### config.mk
export PLATFORM = sky130hd
export DESIGN_NAME = muldiv_iter_flat
export DESIGN_NICKNAME = d
export VERILOG_FILES = /design/src/rtl/muldiv_iter_if.sv /design/src/rtl/muldiv_iter.sv /design/src/flat_wrapper.sv
export SDC_FILE = /design/constraint.sdc
export NUM_CORES = 1
export LEC_CHECK = 0
export CORE_AREA = 2 2 168 170
export CTS_CLUSTER_SIZE = 16
export DETAILED_ROUTE_END_ITERATION = 12
export DIE_AREA = 0 0 170 172
export GPL_ROUTABILITY_DRIVEN = 1
export PLACE_DENSITY = 0.81
export SLEW_MARGIN = 20
export SYNTH_ARGS = -nofsm -noshare
export SYNTH_HDL_FRONTEND = slang
export SYNTH_SLANG_ARGS = --single-unit
### constraint.sdc
create_clock -name clk -period 3.95 [get_ports clk]
set_input_delay 0.395 -clock clk [delete_from_list [all_inputs] [get_ports clk]]
set_output_delay 0.395 -clock clk [all_outputs]
set_load 0.005 [all_outputs]
### src/rtl/muldiv_iter_if.sv
// Handshake/result bundle between the EX stage and the shared iterative mul/div unit.
interface muldiv_iter_if #(
  parameter int WIDTH = 32
) ();
  logic             start;
  logic [1:0]       op;
  logic [WIDTH-1:0] src_a;
  logic [WIDTH-1:0] src_b;
  logic             annul;
  logic             stall_req;
  logic             busy;
  logic             done;
  logic [WIDTH-1:0] result_hi;
  logic [WIDTH-1:0] result_lo;

  modport master (
    output start, op, src_a, src_b, annul,
    input  stall_req, busy, done, result_hi, result_lo
  );

  modport slave (
    input  start, op, src_a, src_b, annul,
    output stall_req, busy, done, result_hi, result_lo
  );
endinterface

### src/rtl/muldiv_iter.sv
// Iterative signed/unsigned multiply (shift-add) and divide (restoring) unit for EX.
// Optional MULDIV_EARLY_OUT_EN: zero operands finish one cycle after accept.
module muldiv_iter #(
  parameter int WIDTH = 32,
  parameter int CNT_W = $clog2(WIDTH) + 1
) (
  input  logic         clk,
  input  logic         rst,
  muldiv_iter_if.slave bus
);
  typedef enum logic [1:0] {S_IDLE, S_CALC, S_FIX, S_DONE} state_t;

  state_t             r_state;
  logic               r_busy;
  logic               r_done;
  logic               r_is_div;
  logic               r_sign_a;
  logic               r_sign_b;
  logic [CNT_W-1:0]   r_cnt;
  logic [WIDTH-1:0]   r_a;
  logic [WIDTH-1:0]   r_b;
  logic [WIDTH-1:0]   r_hi;
  logic [WIDTH-1:0]   r_lo;
  logic [WIDTH-1:0]   r_res_hi;
  logic [WIDTH-1:0]   r_res_lo;

  function automatic logic [WIDTH-1:0] neg_if(input logic [WIDTH-1:0] v, input logic neg);
    return neg ? (~v + 1'b1) : v;
  endfunction

  function automatic logic [2*WIDTH-1:0] neg_if2(input logic [2*WIDTH-1:0] v, input logic neg);
    return neg ? (~v + 1'b1) : v;
  endfunction

  logic             w_signed_op;
  logic             w_sa;
  logic             w_sb;
  logic [WIDTH-1:0] w_mag_a;
  logic [WIDTH-1:0] w_mag_b;
  logic             w_accept;
  logic [WIDTH:0]   w_sum;
  logic [WIDTH:0]   w_rem_sh;
  logic [WIDTH:0]   w_diff;
  logic             w_ge;
  logic             w_div0;
  logic             w_last;

  assign w_signed_op = ~bus.op[0];
  assign w_sa        = w_signed_op & bus.src_a[WIDTH-1];
  assign w_sb        = w_signed_op & bus.src_b[WIDTH-1];
  assign w_mag_a     = neg_if(bus.src_a, w_sa);
  assign w_mag_b     = neg_if(bus.src_b, w_sb);
  assign w_accept    = (r_state == S_IDLE) & bus.start & ~bus.annul;

  // Multiply: r_hi accumulates, r_lo holds the multiplier and collects product bits.
  assign w_sum    = {1'b0, r_hi} + (r_lo[0] ? {1'b0, r_a} : '0);
  // Divide: r_hi is the partial remainder, r_lo shifts dividend out and quotient in.
  assign w_rem_sh = {r_hi, r_lo[WIDTH-1]};
  assign w_diff   = w_rem_sh - {1'b0, r_b};
  assign w_ge     = ~w_diff[WIDTH];
  assign w_div0   = (r_b == '0);
  assign w_last   = (r_cnt == CNT_W'(WIDTH - 1));

`ifdef MULDIV_EARLY_OUT_EN
  logic w_zero;
  assign w_zero = bus.op[1] ? (bus.src_b == '0) : ((bus.src_a == '0) | (bus.src_b == '0));
`endif

  assign bus.stall_req = w_accept |
                         (((r_state == S_CALC) | (r_state == S_FIX)) & ~bus.annul);
  assign bus.busy      = r_busy;
  assign bus.done      = r_done;
  assign bus.result_hi = r_res_hi;
  assign bus.result_lo = r_res_lo;

  always_ff @(posedge clk) begin
    if (rst) begin
      r_state  <= S_IDLE;
      r_busy   <= 1'b0;
      r_done   <= 1'b0;
      r_is_div <= 1'b0;
      r_sign_a <= 1'b0;
      r_sign_b <= 1'b0;
      r_cnt    <= '0;
      r_a      <= '0;
      r_b      <= '0;
      r_hi     <= '0;
      r_lo     <= '0;
      r_res_hi <= '0;
      r_res_lo <= '0;
    end else begin
      case (r_state)
        S_IDLE: begin
          r_done <= 1'b0;
          if (w_accept) begin
            r_is_div <= bus.op[1];
            r_sign_a <= w_sa;
            r_sign_b <= w_sb;
            r_a      <= w_mag_a;
            r_b      <= w_mag_b;
            r_hi     <= '0;
            r_lo     <= bus.op[1] ? w_mag_a : w_mag_b;
            r_cnt    <= '0;
            r_busy   <= 1'b1;
`ifdef MULDIV_EARLY_OUT_EN
            if (w_zero) begin
              r_state  <= S_DONE;
              r_done   <= 1'b1;
              r_res_hi <= bus.op[1] ? bus.src_a : '0;
              r_res_lo <= bus.op[1] ? '1 : '0;
            end else begin
              r_state <= S_CALC;
            end
`else
            r_state <= S_CALC;
`endif
          end
        end
        S_CALC: begin
          if (bus.annul) begin
            r_state <= S_IDLE;
            r_busy  <= 1'b0;
          end else begin
            if (r_is_div) begin
              r_hi <= w_ge ? w_diff[WIDTH-1:0] : w_rem_sh[WIDTH-1:0];
              r_lo <= {r_lo[WIDTH-2:0], w_ge};
            end else begin
              r_hi <= w_sum[WIDTH:1];
              r_lo <= {w_sum[0], r_lo[WIDTH-1:1]};
            end
            r_cnt <= r_cnt + CNT_W'(1);
            if (w_last) r_state <= S_FIX;
          end
        end
        S_FIX: begin
          if (bus.annul) begin
            r_state <= S_IDLE;
            r_busy  <= 1'b0;
          end else begin
            // Divide by zero returns the raw dividend and skips sign correction.
            if (r_is_div && w_div0) begin
              r_res_lo <= '1;
              r_res_hi <= neg_if(r_a, r_sign_a);
            end else if (r_is_div) begin
              r_res_lo <= neg_if(r_lo, r_sign_a ^ r_sign_b);
              r_res_hi <= neg_if(r_hi, r_sign_a);
            end else begin
              {r_res_hi, r_res_lo} <= neg_if2({r_hi, r_lo}, r_sign_a ^ r_sign_b);
            end
            r_state <= S_DONE;
            r_done  <= 1'b1;
          end
        end
        S_DONE: begin
          r_state <= S_IDLE;
          r_done  <= 1'b0;
          r_busy  <= 1'b0;
        end
        default: r_state <= S_IDLE;
      endcase
    end
  end
endmodule

### src/flat_wrapper.sv
// flat-port wrapper written by rule: the top's interface ports become plain ports
module muldiv_iter_flat 
#(
  parameter int WIDTH = 32,
  parameter int CNT_W = $clog2(WIDTH) + 1
)
  (clk, rst, bus_start, bus_op, bus_src_a, bus_src_b, bus_annul, bus_stall_req, bus_busy, bus_done, bus_result_hi, bus_result_lo);
  muldiv_iter_if #(.WIDTH(WIDTH)) bus_i ();
  input  logic clk;
  input  logic rst;
  input wire logic [$bits(bus_i.start)-1:0] bus_start;
  input wire logic [$bits(bus_i.op)-1:0] bus_op;
  input wire logic [$bits(bus_i.src_a)-1:0] bus_src_a;
  input wire logic [$bits(bus_i.src_b)-1:0] bus_src_b;
  input wire logic [$bits(bus_i.annul)-1:0] bus_annul;
  output wire logic [$bits(bus_i.stall_req)-1:0] bus_stall_req;
  output wire logic [$bits(bus_i.busy)-1:0] bus_busy;
  output wire logic [$bits(bus_i.done)-1:0] bus_done;
  output wire logic [$bits(bus_i.result_hi)-1:0] bus_result_hi;
  output wire logic [$bits(bus_i.result_lo)-1:0] bus_result_lo;
  assign bus_i.start = bus_start;
  assign bus_i.op = bus_op;
  assign bus_i.src_a = bus_src_a;
  assign bus_i.src_b = bus_src_b;
  assign bus_i.annul = bus_annul;
  assign bus_stall_req = bus_i.stall_req;
  assign bus_busy = bus_i.busy;
  assign bus_done = bus_i.done;
  assign bus_result_hi = bus_i.result_hi;
  assign bus_result_lo = bus_i.result_lo;
  muldiv_iter #(.WIDTH(WIDTH), .CNT_W(CNT_W)) u_core (.clk(clk), .rst(rst), .bus(bus_i));
endmodule
# Word level (Yosys, flattened, before mapping)
# Index checks and enable logic that the tools add are counted.
[totals]
rom_bits = 0
ram_bits = 0
latchBits = 0
word_cells = 95
regBits = 205
output_inout_bits = 67
n_memories = 0
[classes]
shift = 0
mul = 0
addsub = 9
bitwise_logic = 17
order_cmp = 0
n_reduce_logical = 13
mux = 34
div_mod_pow = 0
eq_ne = 9
[ops]
columns = ["cell", "n"]
rows = [
  ["$mux 32", 18],
  ["$add 32x1->32 const B", 5],
  ["$not 32->32", 5],
  ["$pmux 32 s2", 2],
  ["$add 64x1->64 const B", 1],
  ["$mux 64", 1],
  ["$not 64->64", 1],
  ["$add 32x33->33", 1],
  ["$sub 33x32->33", 1],
  ["$logic_not 32->1", 1],
  ["$mux 6", 2],
  ["$pmux 6 s2", 1],
  ["$reduce_and 2->1", 5],
  ["$mux 2", 4],
  ["$pmux 2 s4", 1],
  ["$add 6x1->6 const B", 1],
  ["$eq 6x5->1 const B", 1],
  ["$and 1x1->1", 5],
  ["$eq 2x2->1 const B", 2],
  ["$ne 2x1->1 const B", 2],
  ["$ne 2x2->1 const B", 2],
  ["$reduce_bool 2->1", 2],
  ["$reduce_or 2->1", 2],
  ["$mux 1", 3],
  ["10 further kinds", 13],
]

# Logic depth before layout (Yosys ltp)
# Gate-level depths: netlist of the first run.
[depth]
ltp_word = 6
depth_mapped = 15
depth_no_buf = 14

# Worst setup path after synthesis of the first run
# No wires, ideal clock.
[synth_timing]
path_type = "reg2reg"
startpoint = "register u_core.r_lo[31]"
endpoint = "register u_core.r_hi[13]"
n_path_buf = 2
slack_ns = 0.770
arrival_ns = 3.052
required_time_ns = 3.822
stages_incl_launch_ff = 14
path_cell_list = "dfxtp_1 -> inv_1 -> ha_1 -> fa_1 -> nor2b_1 -> o31a_1 -> o21ai_1 -> o31ai_1 -> nor2_1 -> a311oi_2 -> buf_2 -> buf_2 -> mux2i_1 -> o21ai_1"
[synth_via]
elab_chain_cells = 5
[synth_rtl]
columns = ["item", "line_no", "rtl"]
rows = [
  ["start: declaration", "muldiv_iter.sv:23", "logic [WIDTH-1:0] r_lo;"],
  ["start signal: assignment", "muldiv_iter.sv:102", "r_lo <= bus.op[1] ? w_mag_a : w_mag_b;"],
  ["start signal: assignment", "muldiv_iter.sv:126", "r_lo <= {r_lo[WIDTH-2:0], w_ge};"],
  ["start signal: assignment", "muldiv_iter.sv:129", "r_lo <= {w_sum[0], r_lo[WIDTH-1:1]};"],
  ["$sub 33x32->33", "muldiv_iter.sv:59", "assign w_diff = w_rem_sh - {1'b0, r_b};"],
  ["$mux 32", "muldiv_iter.sv:125", "r_hi <= w_ge ? w_diff[WIDTH-1:0] : w_rem_sh[WIDTH-1:0];"],
  ["$mux 32", "muldiv_iter.sv:124", "if (r_is_div) begin"],
  ["$mux 32", "muldiv_iter.sv:120", "if (bus.annul) begin"],
  ["$pmux 32 s2", "muldiv_iter.sv:92", "case (r_state)"],
  ["end signal: assignment", "muldiv_iter.sv:125", ""],
  ["end signal: assignment", "muldiv_iter.sv:128", "r_hi <= w_sum[WIDTH:1];"],
  ["end: declaration", "muldiv_iter.sv:22", "logic [WIDTH-1:0] r_hi;"],
]
# Every way passes these cells. The select of a mux whose other input is x is not followed.
# A chain may end at the register's enable or synchronous reset.

# Final worst setup path of the first run
[layout_timing]
startpoint = "register u_core.r_lo[31]"
endpoint = "register u_core.r_hi[27]"
# Same word-level chain as after synthesis.

==> impl_metrics.toml, run 1 <==
[die]
chipWidth_um = 170
dieArea_mm2 = 0.02924
initial_core_util = 0.5900
pin_count = 137
fp.dieH_um = 172
core_mm2 = 0.02748
rows = 61

[synth]
synth-main-ff-cell = "dfxtp_1"
syn_area_mm2 = 0.01621
synth_nets = 2308
ys_seq_elements = 205
synth_edf_count = 0
synthCells = 2162
yosys.area.top_type = "dfxtp_1"
ys_types = 86
synth_common_cells = "nor2_1 (274), dfxtp_1 (205), a21oi_1 (182)"
synthTopCellsByArea = "dfxtp_1 (25%), xnor2_1 (6.4%), nor2_1 (6.3%), ha_1 (5.7%), a21oi_1 (5.6%)"
syn_avg_cell_area_um2 = 7.499
yosysSeqAreaShare = 0.2531
synth_top_area_frac = 0.2531
yosysMostFrequentCell = "nor2_1"
ys_async_sr_fraction = 0
yosysWarningCount = 0

[sta]
tightestPinTransition_ps = 966.1
maxSlewHeadroom = 0.3559
finalClockSkew_ps = 6.784
finalWorstSetupSlack_ps = 301.2
min_period_ps = 3649
post-route-period-util = 0.9237
hold_viol = 0
setup_viol = 0
fmax_mhz = 274.1
tns_ps = 0
rsz0062_at_grt = "false"
drv_slew = 0

[setup_path]
crit_fanout = 9
worstSetupPathType = "register to register"
worst_ep_arrival_time_ps = 4120
crit-reg2reg-capture = "u_core.r_hi[27]$_SDFFE_PP0P_"
required_ps = 4420
r2r_slack_ps = 300
rr_worst_depth = 13
crit_path_end_kind = "register"
r2r-start = "u_core.r_lo[31]$_SDFFE_PP0P_"
crit_path_start_kind = "register"

[global_routing]
antenna_found_initial = 0
grt_max_degree = 94
track_usage = 0.4044
grt_pass1_vias = 16060
overflow = 0
grt_pass1_wl_mm = 91.83

[clocking]
cts_resized = 0
cts.hold.buffers_added = 0
cts_buffer_depth = 3
clockRootBuffer = "clkbuf_16"
clk_latency_ps = 530
numCtsBuffers = 24
cts.sinks = 205
htree_levels = 1
cts_tree = "built"
clk_pin_slew_ps = 60

[drt]
routed-via-count = 17560
vias_per_cell = 6.683
postRouteAntennaNets = 0
dr.pass1.iters = 7
routed_wl_mm = 60.91
drc = 0
wl_per_cell_um = 23.18
drt_iter0_markers = 2490

[finish]
diodes = 0
syn_to_final_growth_pct = 16.64
layout.area.seq_mm2 = 0.004105
layout.nets = 2411
nFillCells = 2308
design_area_mm2 = 0.01891
utilization = 0.6882
multiInputGateArea_mm2 = 0.01131
drive_above_1_share = 0.08282

[placed_design]
placed_area_mm2 = 0.01813
place_ws_ps = 212.8
portBuffers = 136
place_congestion = 1.061
place_hpwl_mm = 46.58

[job]
drv_cap = 0

[power]
cellPowerDensity_mw_per_mm2 = 332.5
leakage_nw = 7.431
ir_drop_v = 0.0003278

[run_status]
status = "completed"

[hold_path]
hold_start = "rst"
hold_path.class = "input port to register"
hold_path_depth = 2
whs_endpoint = "u_core.r_b[19]$_SDFFE_PP0P_"
## cell type report
class                           instances  share of cell area
Clock inverter                         10            0.003507
Tap cell                              346             0.02289
Timing Repair Buffer                  221              0.1060
Sequential cell                       205              0.2171
Clock buffer                           33             0.03679
Multi-Input combinational cell       1735              0.5982
Inverter                               78             0.01548
## cells by family (layout without fill, tap and decap cells)
group	count (synthesis)	count (layout)	synth area share
AOI/OAI and AO/OA	680	680	0.2734
xor gates and xnor gates	203	203	0.1097
adders and majority gates	76	76	0.05958
buffers and inverters	222	342	0.05233
DFF	205	205	0.2531
muxes	61	61	0.03952
and+or+nand+nor	715	715	0.2124
## per-layer routing
layer / share of wire / up-vias / track usage / wire length (um)
met5: 0 / - / 0 / 0
met4: 0.063 / 0 / 0.2282 / 3861
met3: 0.10 / 226 / 0.06981 / 6249
met2: 0.43 / 1099 / 0.6195 / 26180
met1: 0.40 / 8184 / 0.5401 / 24620
li1: - / 8055 / - / -
## critical path, stage by stage (launching register included)
cell      delay (ps)
dfxtp_1          370
inv_1            110
ha_1             240
fa_1             420
nor2b_1          190
o31a_1           210
o21ai_1          140
o31ai_1          420
nor2_1           190
a311oi_4         300
buf_4            210
or4b_1           440
a31oi_1          200
a221o_1          140
## where the power goes
group / switching, mW / internal, mW / leakage, nW / total (mW)
Combinational: 1.09 / 0.662 / 5.39 / 1.75
Sequential: 0.161 / 2.17 / 1.67 / 2.33
Clock: 0.961 / 1.24 / 0.375 / 2.20
Total: 2.21 / 4.07 / 7.43 / 6.29
## cell usage in the layout (no fill, tap or decap), types with 73 or more instances in the layout
cell               n
xnor2_1          117
nand2_1          165
ha_1              73
dfxtp_1          204
inv_1             77
a211oi_1         111
a21oi_1          182
xor2_1            84
o21ai_0          100
buf_4             85
nor2_1           272
clkdlybuf4s50_1  134
## per-stage QoR
step	std cells	power, mW	hold slack [ps]
floorplan	2162	3.432	448.2
global placement	2584	4.022	442.1
detailed placement	2584	4.056	447.0
CTS	2627	6.199	172.3
global route	2628	6.476	192.5
finish	2628	6.287	176.0
## worst max-delay path by stage
stage                                  from                            to  slack [ps]  cells past startpoint
2_1_floorplan  u_core.r_lo[31]$_SDFFE_PP0P_  u_core.r_hi[13]$_SDFFE_PP0P_         770                     13
3_3_place_gp                   bus_src_a[0]  u_core.r_lo[30]$_SDFFE_PP0P_         380                     12
3_5_place_dp                   bus_src_a[0]  u_core.r_lo[30]$_SDFFE_PP0P_         210                     12
4_1_cts        u_core.r_lo[31]$_SDFFE_PP0P_   u_core.r_lo[0]$_SDFFE_PP0P_         230                     13
5_1_grt        u_core.r_lo[31]$_SDFFE_PP0P_  u_core.r_hi[27]$_SDFFE_PP0P_         190                     13
6_report       u_core.r_lo[31]$_SDFFE_PP0P_  u_core.r_hi[27]$_SDFFE_PP0P_         300                     13
## what timing repair did
action                                  CTS  global route
setup buffers                             0             1
hold endpoints to repair                  0             0
endpoints found under the setup margin    0             3
## sequential cells by signal, summed over array words and instances (netlist names)
signal	count
u_core.r_state	2
u_core.bus.busy	1
u_core.r_sign_b	1
u_core.r_lo	32
u_core.r_b	32
u_core.r_is_div	1
u_core.r_sign_a	1
u_core.r_hi	32
u_core.r_cnt	6
u_core.bus.result_hi	32
u_core.bus.done	1
u_core.bus.result_lo	32
u_core.r_a	32
Power figures use the tool's default switching activity.
==> run 2: changes to the inputs <==
--- a/config.mk
+++ b/config.mk
@@ -11,6 +11,7 @@
 export DIE_AREA = 0 0 170 172
 export GPL_ROUTABILITY_DRIVEN = 1
 export PLACE_DENSITY = 0.81
+export SETUP_SLACK_MARGIN = 0.02
 export SLEW_MARGIN = 20
 export SYNTH_ARGS = -nofsm -noshare
 export SYNTH_HDL_FRONTEND = slang
==> results of run 2 <==
No change in the layout: final DEF, timing and power equal those of run 1.
